--- src/rtl/decoder_scan_nto2n_if.sv ---
// Select/strobe bundle for the N-to-2^N decoder: control inputs from the
// controller side, registered decoded outputs back from the decoder.
interface decoder_scan_nto2n_if #(
  parameter int N       = 3,
  parameter int DWELL_W = 8
);
  localparam int M = 2 ** N;

  logic               en;
  logic [1:0]         mode;
  logic [N-1:0]       sel;
  logic               sel_valid;
  logic [DWELL_W-1:0] dwell;
  logic [M-1:0]       y;
  logic [N-1:0]       cur_idx;
  logic               busy;
  logic               wrap;

  modport master (
    output en,
    output mode,
    output sel,
    output sel_valid,
    output dwell,
    input  y,
    input  cur_idx,
    input  busy,
    input  wrap
  );

  modport slave (
    input  en,
    input  mode,
    input  sel,
    input  sel_valid,
    input  dwell,
    output y,
    output cur_idx,
    output busy,
    output wrap
  );
endinterface

--- src/rtl/decoder_scan_nto2n.sv ---
// Registered N-to-2^N decoder with decode, thermometer, self-running scan
// and timed one-shot pulse modes; all outputs come straight from flops.
module decoder_scan_nto2n #(
  parameter int N       = 3,
  parameter int DWELL_W = 8
) (
  input logic                 clk,
  input logic                 rst,
  decoder_scan_nto2n_if.slave bus
);
  localparam int M = 2 ** N;

  typedef enum logic [1:0] {
    MODE_DECODE = 2'b00,
    MODE_THERM  = 2'b01,
    MODE_SCAN   = 2'b10,
    MODE_PULSE  = 2'b11
  } mode_e;

  localparam logic [M-1:0]       BIT0  = {{(M-1){1'b0}}, 1'b1};
  localparam logic [N-1:0]       ONE_N = {{(N-1){1'b0}}, 1'b1};
  localparam logic [DWELL_W-1:0] ONE_C = {{(DWELL_W-1){1'b0}}, 1'b1};

  mode_e              mode_q, mode_d;
  logic [M-1:0]       y_q, y_d;
  logic [N-1:0]       cur_q, cur_d;
  logic [N-1:0]       idx_q, idx_d;
  logic [DWELL_W-1:0] cnt_q, cnt_d;
  logic               busy_q, busy_d;
  logic               wrap_q, wrap_d;
  logic               run_q, run_d;

  mode_e        mode_in;
  logic [M-1:0] sel_oh;
  logic [N:0]   th_sh;
  logic [M-1:0] th_y;
  logic [N-1:0] idx_inc;
  logic [M-1:0] scan_oh;
  logic         dwell_done;

  assign mode_in = mode_e'(bus.mode);
  assign sel_oh  = BIT0 << bus.sel;

  // Shift width reaches M for sel=M-1, which clears every bit and so
  // yields an all-ones thermometer without overflowing.
  assign th_sh = {1'b0, bus.sel} + {{N{1'b0}}, 1'b1};
  assign th_y  = ~({M{1'b1}} << th_sh);

  assign idx_inc    = idx_q + ONE_N;
  assign scan_oh    = BIT0 << idx_inc;
  assign dwell_done = (cnt_q >= bus.dwell);

  always_comb begin
    mode_d = mode_in;
    y_d    = y_q;
    cur_d  = cur_q;
    idx_d  = idx_q;
    cnt_d  = cnt_q;
    busy_d = busy_q;
    run_d  = run_q;
    wrap_d = 1'b0;
    if (mode_in != mode_q) begin
      y_d    = '0;
      cur_d  = '0;
      idx_d  = '0;
      cnt_d  = '0;
      busy_d = 1'b0;
      run_d  = 1'b0;
    end else if (!bus.en) begin
      y_d    = '0;
      idx_d  = '0;
      cnt_d  = '0;
      busy_d = 1'b0;
      run_d  = 1'b0;
    end else begin
      unique case (mode_in)
        MODE_DECODE: begin
          if (bus.sel_valid) begin
            y_d   = sel_oh;
            cur_d = bus.sel;
          end
        end
        MODE_THERM: begin
          if (bus.sel_valid) begin
            y_d   = th_y;
            cur_d = bus.sel;
          end
        end
        MODE_SCAN: begin
          if (!run_q) begin
            y_d   = BIT0;
            cur_d = '0;
            idx_d = '0;
            cnt_d = '0;
            run_d = 1'b1;
          end else if (dwell_done) begin
            y_d    = scan_oh;
            cur_d  = idx_inc;
            idx_d  = idx_inc;
            cnt_d  = '0;
            wrap_d = &idx_q;
          end else begin
            cnt_d = cnt_q + ONE_C;
          end
        end
        MODE_PULSE: begin
          // A request seen while busy (even on the falling edge) is lost.
          if (busy_q) begin
            if (dwell_done) begin
              y_d    = '0;
              busy_d = 1'b0;
            end else begin
              cnt_d = cnt_q + ONE_C;
            end
          end else if (bus.sel_valid) begin
            y_d    = sel_oh;
            cur_d  = bus.sel;
            cnt_d  = '0;
            busy_d = 1'b1;
          end
        end
        default: ;
      endcase
    end
  end

  always_ff @(posedge clk) begin
    if (rst) begin
      mode_q <= MODE_DECODE;
      y_q    <= '0;
      cur_q  <= '0;
      idx_q  <= '0;
      cnt_q  <= '0;
      busy_q <= 1'b0;
      wrap_q <= 1'b0;
      run_q  <= 1'b0;
    end else begin
      mode_q <= mode_d;
      y_q    <= y_d;
      cur_q  <= cur_d;
      idx_q  <= idx_d;
      cnt_q  <= cnt_d;
      busy_q <= busy_d;
      wrap_q <= wrap_d;
      run_q  <= run_d;
    end
  end

  assign bus.y       = y_q;
  assign bus.cur_idx = cur_q;
  assign bus.busy    = busy_q;
  assign bus.wrap    = wrap_q;
endmodule

--- src/flat_wrapper.sv ---
// flat-port wrapper written by rule: the top's interface ports become plain ports
module decoder_scan_nto2n_flat 
#(
  parameter int N       = 3,
  parameter int DWELL_W = 8
)
  (clk, rst, bus_en, bus_mode, bus_sel, bus_sel_valid, bus_dwell, bus_y, bus_cur_idx, bus_busy, bus_wrap);
  decoder_scan_nto2n_if #(.N(N), .DWELL_W(DWELL_W)) bus_i ();
  input logic clk;
  input logic rst;
  input wire logic [$bits(bus_i.en)-1:0] bus_en;
  input wire logic [$bits(bus_i.mode)-1:0] bus_mode;
  input wire logic [$bits(bus_i.sel)-1:0] bus_sel;
  input wire logic [$bits(bus_i.sel_valid)-1:0] bus_sel_valid;
  input wire logic [$bits(bus_i.dwell)-1:0] bus_dwell;
  output wire logic [$bits(bus_i.y)-1:0] bus_y;
  output wire logic [$bits(bus_i.cur_idx)-1:0] bus_cur_idx;
  output wire logic [$bits(bus_i.busy)-1:0] bus_busy;
  output wire logic [$bits(bus_i.wrap)-1:0] bus_wrap;
  assign bus_i.en = bus_en;
  assign bus_i.mode = bus_mode;
  assign bus_i.sel = bus_sel;
  assign bus_i.sel_valid = bus_sel_valid;
  assign bus_i.dwell = bus_dwell;
  assign bus_y = bus_i.y;
  assign bus_cur_idx = bus_i.cur_idx;
  assign bus_busy = bus_i.busy;
  assign bus_wrap = bus_i.wrap;
  decoder_scan_nto2n #(.N(N), .DWELL_W(DWELL_W)) u_core (.clk(clk), .rst(rst), .bus(bus_i));
endmodule
--- config.mk ---
export PLATFORM = sky130hd
export DESIGN_NAME = decoder_scan_nto2n_flat
export DESIGN_NICKNAME = d
export VERILOG_FILES = /design/src/rtl/decoder_scan_nto2n_if.sv /design/src/rtl/decoder_scan_nto2n.sv /design/src/flat_wrapper.sv
export SDC_FILE = /design/constraint.sdc
export NUM_CORES = 1
export LEC_CHECK = 0
export ABC_CLOCK_PERIOD_IN_PS = 2600
export CAP_MARGIN = 5
export CORE_MARGIN = 2
export CORE_UTILIZATION = 40
export DETAILED_ROUTE_END_ITERATION = 10
export GPL_ROUTABILITY_DRIVEN = 0
export MAX_ROUTING_LAYER = met4
export PLACE_DENSITY_LB_ADDON = 0.15
export SLEW_MARGIN = 20
export SYNTH_ARGS = -nofsm -noshare
export SYNTH_HDL_FRONTEND = slang
export SYNTH_SLANG_ARGS = --single-unit
--- constraint.sdc ---
create_clock -name clk -period 2.6 [get_ports clk]
set_clock_uncertainty 0.05 [all_clocks]
set_input_delay 0.52 -clock clk [delete_from_list [all_inputs] [get_ports clk]]
set_output_delay 0.52 -clock clk [all_outputs]
set_load 0.05 [all_outputs]
==> results.yml, run 1 <==
clock_tree:
  root_buffer: "clkbuf_8"
  clkSlewWorstSetupHoldPaths_ns: 0.09
  clock_latency_ns: 0.27
  cts-buffers-inserted: 3
  cts_sinks: 27
  cts_buffer_depth: 2
  cts_tree: "yes"
  htree_levels: 1
  ctsHoldBuffers: 0
final_layout:
  area_delta_synth_final_pct: 29.9
  drive_above_1_share: 0.173
  layout_common_cells: "clkdlybuf4s50_1 (29), dfxtp_1 (27), buf_4 (24)"
  antennaDiodeCount: 0
  fill_cells: 486
  layout_commonest_cell: "clkdlybuf4s50_1"
  finalNonFillerCells: 356
  nets: 330
place:
  dp_hpwl_um: 3810
  portBuffers: 29
  dp.cells: 351
drt:
  drt-total-wl_um: 4780
  via_count: 1856
  drtIter0Drc: 105
  routed_via_density: 5.21
  routedWlPerCell_um: 13.4
  drc: 0
  drtPass1Iterations: 4
  antenna_left: 0
critical_path:
  cpPeakStageDelay_ns: 0.45
  r2r-end: "u_core.cnt_q[4]"
  end_kind: "flip-flop"
  crit_cells: 10
  cp-start-kind: "input pin"
  r2r-start: "u_core.cnt_q[0]"
  path_cells: "clkdlybuf4s50_1, inv_1, ha_1, a21o_1, a221oi_4, buf_6, o211ai_2, a211oi_1, xnor2_1, nor2_1"
  worst-r2r-setup-slack_ns: 0.41
  crit_family: "compound AO/OA/AOI/OAI gates"
  worstSetupEndpoint: "u_core.cnt_q[4]"
  r2r_cells: 9
  crit_start: "bus_dwell[6]"
  crit_buf_inv: 3
  cpMaxStageDelayCell: "clkdlybuf4s50_1"
  crit_type: "in2reg"
  cp.required_ns: 2.72
  critPathMaxFanout: 5
  worstPathArrival_ns: 2.60
timing:
  tightestPinTransition_ns: 0.499
  fmax_mhz: 405
  hold_viol_final: 0
  layout_min_cycle_time_ns: 2.47
  hold-worst-slack_ns: 0.460
  setup_viol: 0
  period_share: 0.950
  slew_headroom: 0.666
  drv_slew: 0
synth:
  synth-main-ff-cell: "dfxtp_1"
  syn_area_per_cell_sq_um: 8.27
  synth_cell_type_count: 48
  syn_nets: 280
  synthCells: 240
  synth-edff-count: 0
  ys_seq_elements: 27
  ys_warn_count: 0
  async_flop_share: 0
  ys_seq_area_frac: 0.272
  synth_area_sq_mm: 0.00198
  synth_top_cell_by_area: "dfxtp_1"
  synth_top_area_frac: 0.272
  synth.area.top_cells: "dfxtp_1 (27%), ha_1 (15%), o21ai_0 (5.0%), nor2_1 (4.2%), inv_1 (4.0%)"
global_route:
  gr-usage-met1: 0.258
  grt_pass1_vias: 1739
  overflow: 0
  grt_pass1_wl_um: 8020
  grt_max_degree: 16
  met3_usage: 0.0285
  grt_use_met2: 0.304
  grt_busiest_layer: "met2"
  antenna_found_initial: 0
  gr-usage-all-layers: 0.191
pwr:
  p_leak_nw: 1.04
  powerDensity_mw_per_mm2: 327
  irDropWorstVdd_uv: 203
outcome:
  outcome: "complete, no violations"
die:
  die_h_um: 74.4
  core-area_sq_mm: 0.00475
  dieWidth_um: 74.4
  fp-row-count: 25
  dieArea_sq_mm: 0.00554
  io_pins: 30
  start_util: 0.417
hold_path:
  hold_path_class: "reg2reg"
run:
  max_cap_violations: 0
[tightest hold or removal path: stages, from the launching register on]
cell and delay, ns:
dfxtp_1 0.34, nand2b_1 0.07, a21oi_1 0.06
[worst min path at each step]
stage                          startpoint              end  slack (ns)  cells after the start
after global placement    u_core.idx_q[2]  u_core.idx_q[2]        0.43                      2
after detailed placement  u_core.bus.y[0]  u_core.bus.y[0]        0.45                      2
after CTS                 u_core.bus.y[0]  u_core.bus.y[0]        0.47                      2
after floorplan           u_core.idx_q[2]  u_core.idx_q[2]        0.41                      2
final                     u_core.bus.y[0]  u_core.bus.y[0]        0.46                      2
after global routing      u_core.bus.y[0]  u_core.bus.y[0]        0.49                      2
[metal layers]
| metal | wire length (um) | up-vias | share of wire |
|---|---|---|---|
| met5 | 0 | - | 0 |
| met4 | 40 | 0 | 0.0084 |
| met3 | 172 | 4 | 0.036 |
| met2 | 2260 | 30 | 0.47 |
| met1 | 2310 | 852 | 0.48 |
| li1 | - | 970 | - |
[area by class of cell]
type | count | area, sq um | share of cell area
clock inverters | 1 | 5.00 | 0.00194
clock buffers | 3 | 41.3 | 0.0160
well taps | 67 | 83.8 | 0.0325
flip-flops and latches | 27 | 541 | 0.210
repair buffers | 54 | 482 | 0.187
inverters | 21 | 78.8 | 0.0306
multi-input cells | 183 | 1350 | 0.523
[cell families (layout without fill, tap and decap cells)]
kind of cell | count (synthesis) | in the layout | share of synthesized area
DFF | 27 | 27 | 0.272
buffers and inverters | 30 | 79 | 0.0631
muxes | 4 | 4 | 0.0214
and+or+nand+nor | 71 | 71 | 0.179
AOI/OAI and AO/OA | 79 | 79 | 0.293
xor gates and xnor gates | 6 | 6 | 0.0265
adders and majority gates | 23 | 23 | 0.145
[what timing repair did]
action,CTS,global route
resized for setup,0,5
setup buffers,0,1
setup endpoints to repair,0,19
[power by group]
group          total, W  internal (W)  switching [W]
clock          0.000238      0.000107       0.000131
combinational  0.000182     0.0000848      0.0000968
sequential     0.000423      0.000419     0.00000456
total          0.000843      0.000611       0.000232
[through the flow]
step | util | cell area, sq um | total power, W | setup WS [ns] | TNS, ns
after detailed placement | 0.524 | 2490 | 0.000612 | -0.241 | -4.09
after floorplan | - | 1980 | 0.000531 | 0.361 | 0
after global placement | 0.524 | 2490 | 0.000611 | -0.210 | -3.34
after global routing | 0.542 | 2580 | 0.000891 | -0.00664 | -0.00664
after CTS | 0.534 | 2540 | 0.000853 | 0.0415 | 0
final | 0.542 | 2580 | 0.000843 | 0.129 | 0
[synthesized netlist by cell type, drive strengths merged, types with 3 or more instances]
master	instances
a211oi	7
a21o	5
a21oi	16
a222oi	3
a22oi	3
a31o	4
a31oi	4
and3	3
buf	5
clkbuf	4
dfxtp	27
ha	23
inv	21
nand2	14
nand2b	6
nand3	11
nor2	22
nor2b	4
nor3	4
o21ai	21
o221a	3
xnor2	3
xor2	3
[registers in the layout (all words and copies together), names as in the netlist]
| signal | count |
|---|---|
| u_core.bus.y | 8 |
| u_core.cnt_q | 8 |
| u_core.bus.cur_idx | 3 |
| u_core.idx_q | 3 |
| u_core.mode_q | 2 |
| u_core.bus.busy | 1 |
| u_core.bus.wrap | 1 |
| u_core.run_q | 1 |
No activity file was read; power rests on OpenSTA's default activity.
==> run 2, diff against run 1 <==
- CTS_BUF_LIST: not set -> sky130_fd_sc_hd__clkbuf_2
- HOLD_SLACK_MARGIN: not set -> 0.02
==> results.yml, run 2 (synthesis results as in run 1) <==
die:
  core-area_sq_mm: 0.00475
  io_pins: 30
  fp-row-count: 25
  dieArea_sq_mm: 0.00554
  start_util: 0.417
  dieWidth_um: 74.4
  die_h_um: 74.4
final_layout:
  layout_common_cells: "clkdlybuf4s50_1 (29), dfxtp_1 (27), buf_4 (24)"
  nets: 329
  antennaDiodeCount: 0
  layout_commonest_cell: "clkdlybuf4s50_1"
  finalNonFillerCells: 355
  drive_above_1_share: 0.163
  fin_area_sq_mm: 0.00251
  area_delta_synth_final_pct: 26.6
pwr:
  power_frac_comb: 0.234
  sequentialPowerShare: 0.556
  p_sw_frac: 0.295
  pwr-share-clk: 0.210
  power.total_w: 0.000765
  powerDensity_mw_per_mm2: 305
  irDropWorstVdd_uv: 199
  p_sw_w: 0.000225
  power.internal_w: 0.000540
  p_leak_nw: 1.02
outcome:
  outcome: "complete, no violations"
global_route:
  grt_max_degree: 16
  grt_pass1_vias: 1738
  overflow: 0
  grt_pass1_wl_um: 8020
  gr-usage-all-layers: 0.190
  antenna_found_initial: 0
clock_tree:
  cts-buffers-inserted: 3
  cts_resized: 0
  ctsHoldBuffers: 0
  cts_buffer_depth: 2
  root_buffer: "clkbuf_2"
  cts_sinks: 27
  clock_latency_ns: 0.36
  post_cts_buffers: 0
  clkSlewWorstSetupHoldPaths_ns: 0.26
  htree_levels: 1
  cts_tree: "yes"
place:
  dp_hpwl_um: 3810
  placed_cell_area_sq_mm: 0.00249
  portBuffers: 29
  dp.cells: 351
drt:
  drc: 0
  drtIter0Drc: 81
  drt-total-wl_um: 4740
  antenna_left: 0
  via_count: 1831
  drtPass1Iterations: 4
  routed_via_density: 5.16
  routedWlPerCell_um: 13.3
critical_path:
  critPathMaxFanout: 5
  cp-start-kind: "input pin"
  cpPeakStageDelay_ns: 0.45
  crit_family: "compound AO/OA/AOI/OAI gates"
  r2r-end: "u_core.bus.y[0]"
  crit_start: "bus_dwell[6]"
  end_kind: "flip-flop"
  cp.required_ns: 2.83
  crit_cells: 9
  worstSetupEndpoint: "u_core.cnt_q[1]"
  r2r-start: "u_core.cnt_q[0]"
  r2r_cells: 8
  path_cells: "clkdlybuf4s50_1, inv_1, ha_1, a21o_1, a221oi_4, o211ai_2, a21oi_1, mux2i_1, nor2_1"
  cpMaxStageDelayCell: "clkdlybuf4s50_1"
  crit_buf_inv: 2
  worstPathArrival_ns: 2.68
  crit_type: "in2reg"
  worst-r2r-setup-slack_ns: 0.32
hold_path:
  hold_path_class: "reg2reg"
timing:
  finalSetupTns_ns: 0
  layout_min_cycle_time_ns: 2.45
  drv_slew: 0
  setup_viol: 0
  tightestPinTransition_ns: 0.635
  slew_headroom: 0.577
  fmax_mhz: 409
  hold_viol_final: 0
  rsz0062_at_grt: "false"
  period_share: 0.941
run:
  max_cap_violations: 0
[run 2: changes by cell type in the layout (fill, tap and decap cells not counted), sizes merged]
cell,before,now
buf,25,24
[run 2: through the flow]
stage	setup slack, ns	hold WS [ns]	utilization
CTS	0.158	0.485	0.528
global placement	-0.210	0.428	0.524
finish	0.154	0.478	0.528
floorplan	0.361	0.409	-
detailed placement	-0.241	0.454	0.524
global route	0.00907	0.502	0.528
[run 2: how the worst min path moves through the flow]
| stage | start | to | slack, ns | cells past startpoint |
|---|---|---|---|---|
| 4_1_cts | u_core.bus.y[0] | u_core.bus.y[0] | 0.48 | 2 |
| 3_5_place_dp | u_core.bus.y[0] | u_core.bus.y[0] | 0.45 | 2 |
| 2_1_floorplan | u_core.idx_q[2] | u_core.idx_q[2] | 0.41 | 2 |
| 5_1_grt | u_core.bus.y[0] | u_core.bus.y[0] | 0.50 | 2 |
| 6_report | u_core.bus.y[0] | u_core.bus.y[0] | 0.48 | 2 |
| 3_3_place_gp | u_core.idx_q[2] | u_core.idx_q[2] | 0.43 | 2 |
[run 2: power groups by stage]
| stage | clock, W | combinational [W] | sequential, W |
|---|---|---|---|
| 3_5_place_dp | 0 | 0.000179 | 0.000433 |
| 6_report | 0.000161 | 0.000179 | 0.000425 |
| 4_1_cts | 0.000169 | 0.000180 | 0.000426 |
| 3_3_place_gp | 0 | 0.000178 | 0.000433 |
| 2_1_floorplan | 0 | 0.0000882 | 0.000443 |
| 5_1_grt | 0.000184 | 0.000198 | 0.000427 |
[run 2: area by class of cell]
| cell class | count | area [sq um] |
|---|---|---|
| fillers | 487 | 2240 |
| inverters | 21 | 78.8 |
| flip-flops and latches | 27 | 541 |
| well taps | 67 | 83.8 |
| clock buffers | 3 | 15.0 |
| clock inverters | 1 | 5.00 |
| repair buffers | 53 | 470 |
| multi-input cells | 183 | 1320 |
[run 2: layer usage]
metal	share of wire	up-vias	GRT usage
li1	-	964	-
met1	0.49	839	0.258
met2	0.48	26	0.304
met3	0.032	2	0.0285
met4	0.0021	0	0.0298
met5	0	-	-
[run 2: worst register-to-register path, stage by stage (launching register included)]
cell       delay, ns
dfxtp_1         0.50
inv_1           0.07
ha_1            0.26
nand2b_1        0.10
a31oi_2         0.12
o21ai_2         0.24
a2bb2oi_2       0.54
nand3_1         0.18
a21oi_1         0.18
==> run 3, diff against run 2 <==
- CORE_MARGIN: 2 -> 10
- GPL_TIMING_DRIVEN: not set -> 0
==> results.yml, run 3 (synthesis results as in run 1) <==
drt:
  antenna_left: 0
  drtPass1Iterations: 4
  via_count: 1778
  drc: 0
  drt-total-wl_um: 4820
  drtIter0Drc: 144
  routed_via_density: 5.24
  routedWlPerCell_um: 14.2
final_layout:
  nets: 313
  fin_util: 0.498
  area_delta_synth_final_pct: 19.4
  layout_commonest_cell: "clkdlybuf4s50_1"
  drive_above_1_share: 0.103
  layout_common_cells: "clkdlybuf4s50_1 (28), dfxtp_1 (27), ha_1 (23)"
  fin_area_sq_mm: 0.00237
  antennaDiodeCount: 0
critical_path:
  cpMaxStageDelayCell: "clkdlybuf4s50_1"
  critPathMaxFanout: 8
  worstPathArrival_ns: 2.74
  cpPeakStageDelay_ns: 0.45
  cp-start-kind: "input pin"
  end_kind: "flip-flop"
  crit_buf_inv: 2
  crit_family: "compound AO/OA/AOI/OAI gates"
  path_cells: "clkdlybuf4s50_1, inv_1, ha_1, a21o_1, a221oi_4, o21a_4, a21oi_2, or3_1, a21oi_1"
  cp.required_ns: 2.87
  crit_type: "in2reg"
  worst-r2r-setup-slack_ns: 0.37
die:
  io_pins: 30
  dieArea_sq_mm: 0.00818
  fp-row-count: 25
  die_h_um: 90.4
  dieWidth_um: 90.4
  core-area_sq_mm: 0.00475
  start_util: 0.417
timing:
  tightestPinTransition_ns: 0.691
  period_share: 0.951
  fmax_mhz: 404
  rsz0062_at_grt: "false"
  hold_viol_final: 0
  drv_slew: 0
  fin_ws_ns: 0.126
  hold-worst-slack_ns: 0.452
  setup_viol: 0
  layout_min_cycle_time_ns: 2.47
  slew_headroom: 0.537
outcome:
  outcome: "complete, no violations"
pwr:
  irDropWorstVdd_uv: 194
  p_leak_nw: 0.935
  powerDensity_mw_per_mm2: 314
  power.total_w: 0.000745
global_route:
  grt_pass1_vias: 1779
  gr-usage-all-layers: 0.121
  grt_max_degree: 16
  grt_pass1_wl_um: 8340
  antenna_found_initial: 0
  overflow: 0
clock_tree:
  htree_levels: 1
  cts_resized: 0
  post_cts_buffers: 0
  cts_buffer_depth: 2
  root_buffer: "clkbuf_2"
  cts_sinks: 27
  cts_tree: "yes"
  ctsHoldBuffers: 0
  cts-buffers-inserted: 3
  clock_latency_ns: 0.36
  clkSlewWorstSetupHoldPaths_ns: 0.25
place:
  placed_cell_area_sq_mm: 0.00235
  dpl_worst_slack_ns: -0.268
  portBuffers: 28
  dp_hpwl_um: 3860
run:
  max_cap_violations: 0
hold_path:
  hold_path_class: "reg2reg"
[run 3: cell types whose count changed in the layout (fill, tap and decap cells not counted), sizes merged]
cell | previous run | this run
buf | 24 | 5
clkbuf | 3 | 7
clkdlybuf4s50 | 29 | 28
[run 3: worst min-delay path, stage by stage (launching register included)]
cell and delay [ns]:
dfxtp_1 0.38, nand2b_1 0.07, a21oi_1 0.05
[run 3: final timing paths]
kind,start,endpoint,cells after the start
hold / removal,u_core.bus.y[0],u_core.bus.y[0],2
setup / recovery,bus_dwell[6],u_core.cnt_q[2],9
setup reg to reg,u_core.cnt_q[0],u_core.cnt_q[2],8
hold reg to reg,u_core.bus.y[0],u_core.bus.y[0],2
[run 3: cell type report]
type | instances | area, sq um
Sequential cell | 27 | 541
Timing Repair Buffer | 28 | 280
Clock inverter | 1 | 5.00
Tap cell | 67 | 83.8
Inverter | 21 | 78.8
Clock buffer | 3 | 15.0
Multi-Input combinational cell | 183 | 1320
Fill cell | 504 | 2390
Buffer | 9 | 46.3
[run 3: per-layer routing]
metal / part of all wire / GRT usage / vias to the layer above
met5: 0 / - / -
li1: - / - / 938
met3: 0.027 / 0.0224 / 2
met4: 0.0054 / 0.0199 / 0
met1: 0.48 / 0.146 / 815
met2: 0.48 / 0.208 / 23
[run 3: metrics by stage]
| step | TNS [ns] | std cells |
|---|---|---|
| 6_report | 0 | 339 |
| 5_1_grt | 0 | 339 |
| 4_1_cts | 0 | 339 |
| 3_5_place_dp | -4.39 | 335 |
| 3_3_place_gp | -4.35 | 335 |
| 2_1_floorplan | 0 | 240 |
[run 3: report_power, final]
part	internal, W	switching, W	total (W)
Sequential	0.000421	0.00000346	0.000424
Combinational	0.0000656	0.0000929	0.000158
Clock	0.0000349	0.000127	0.000162
Total	0.000521	0.000223	0.000745
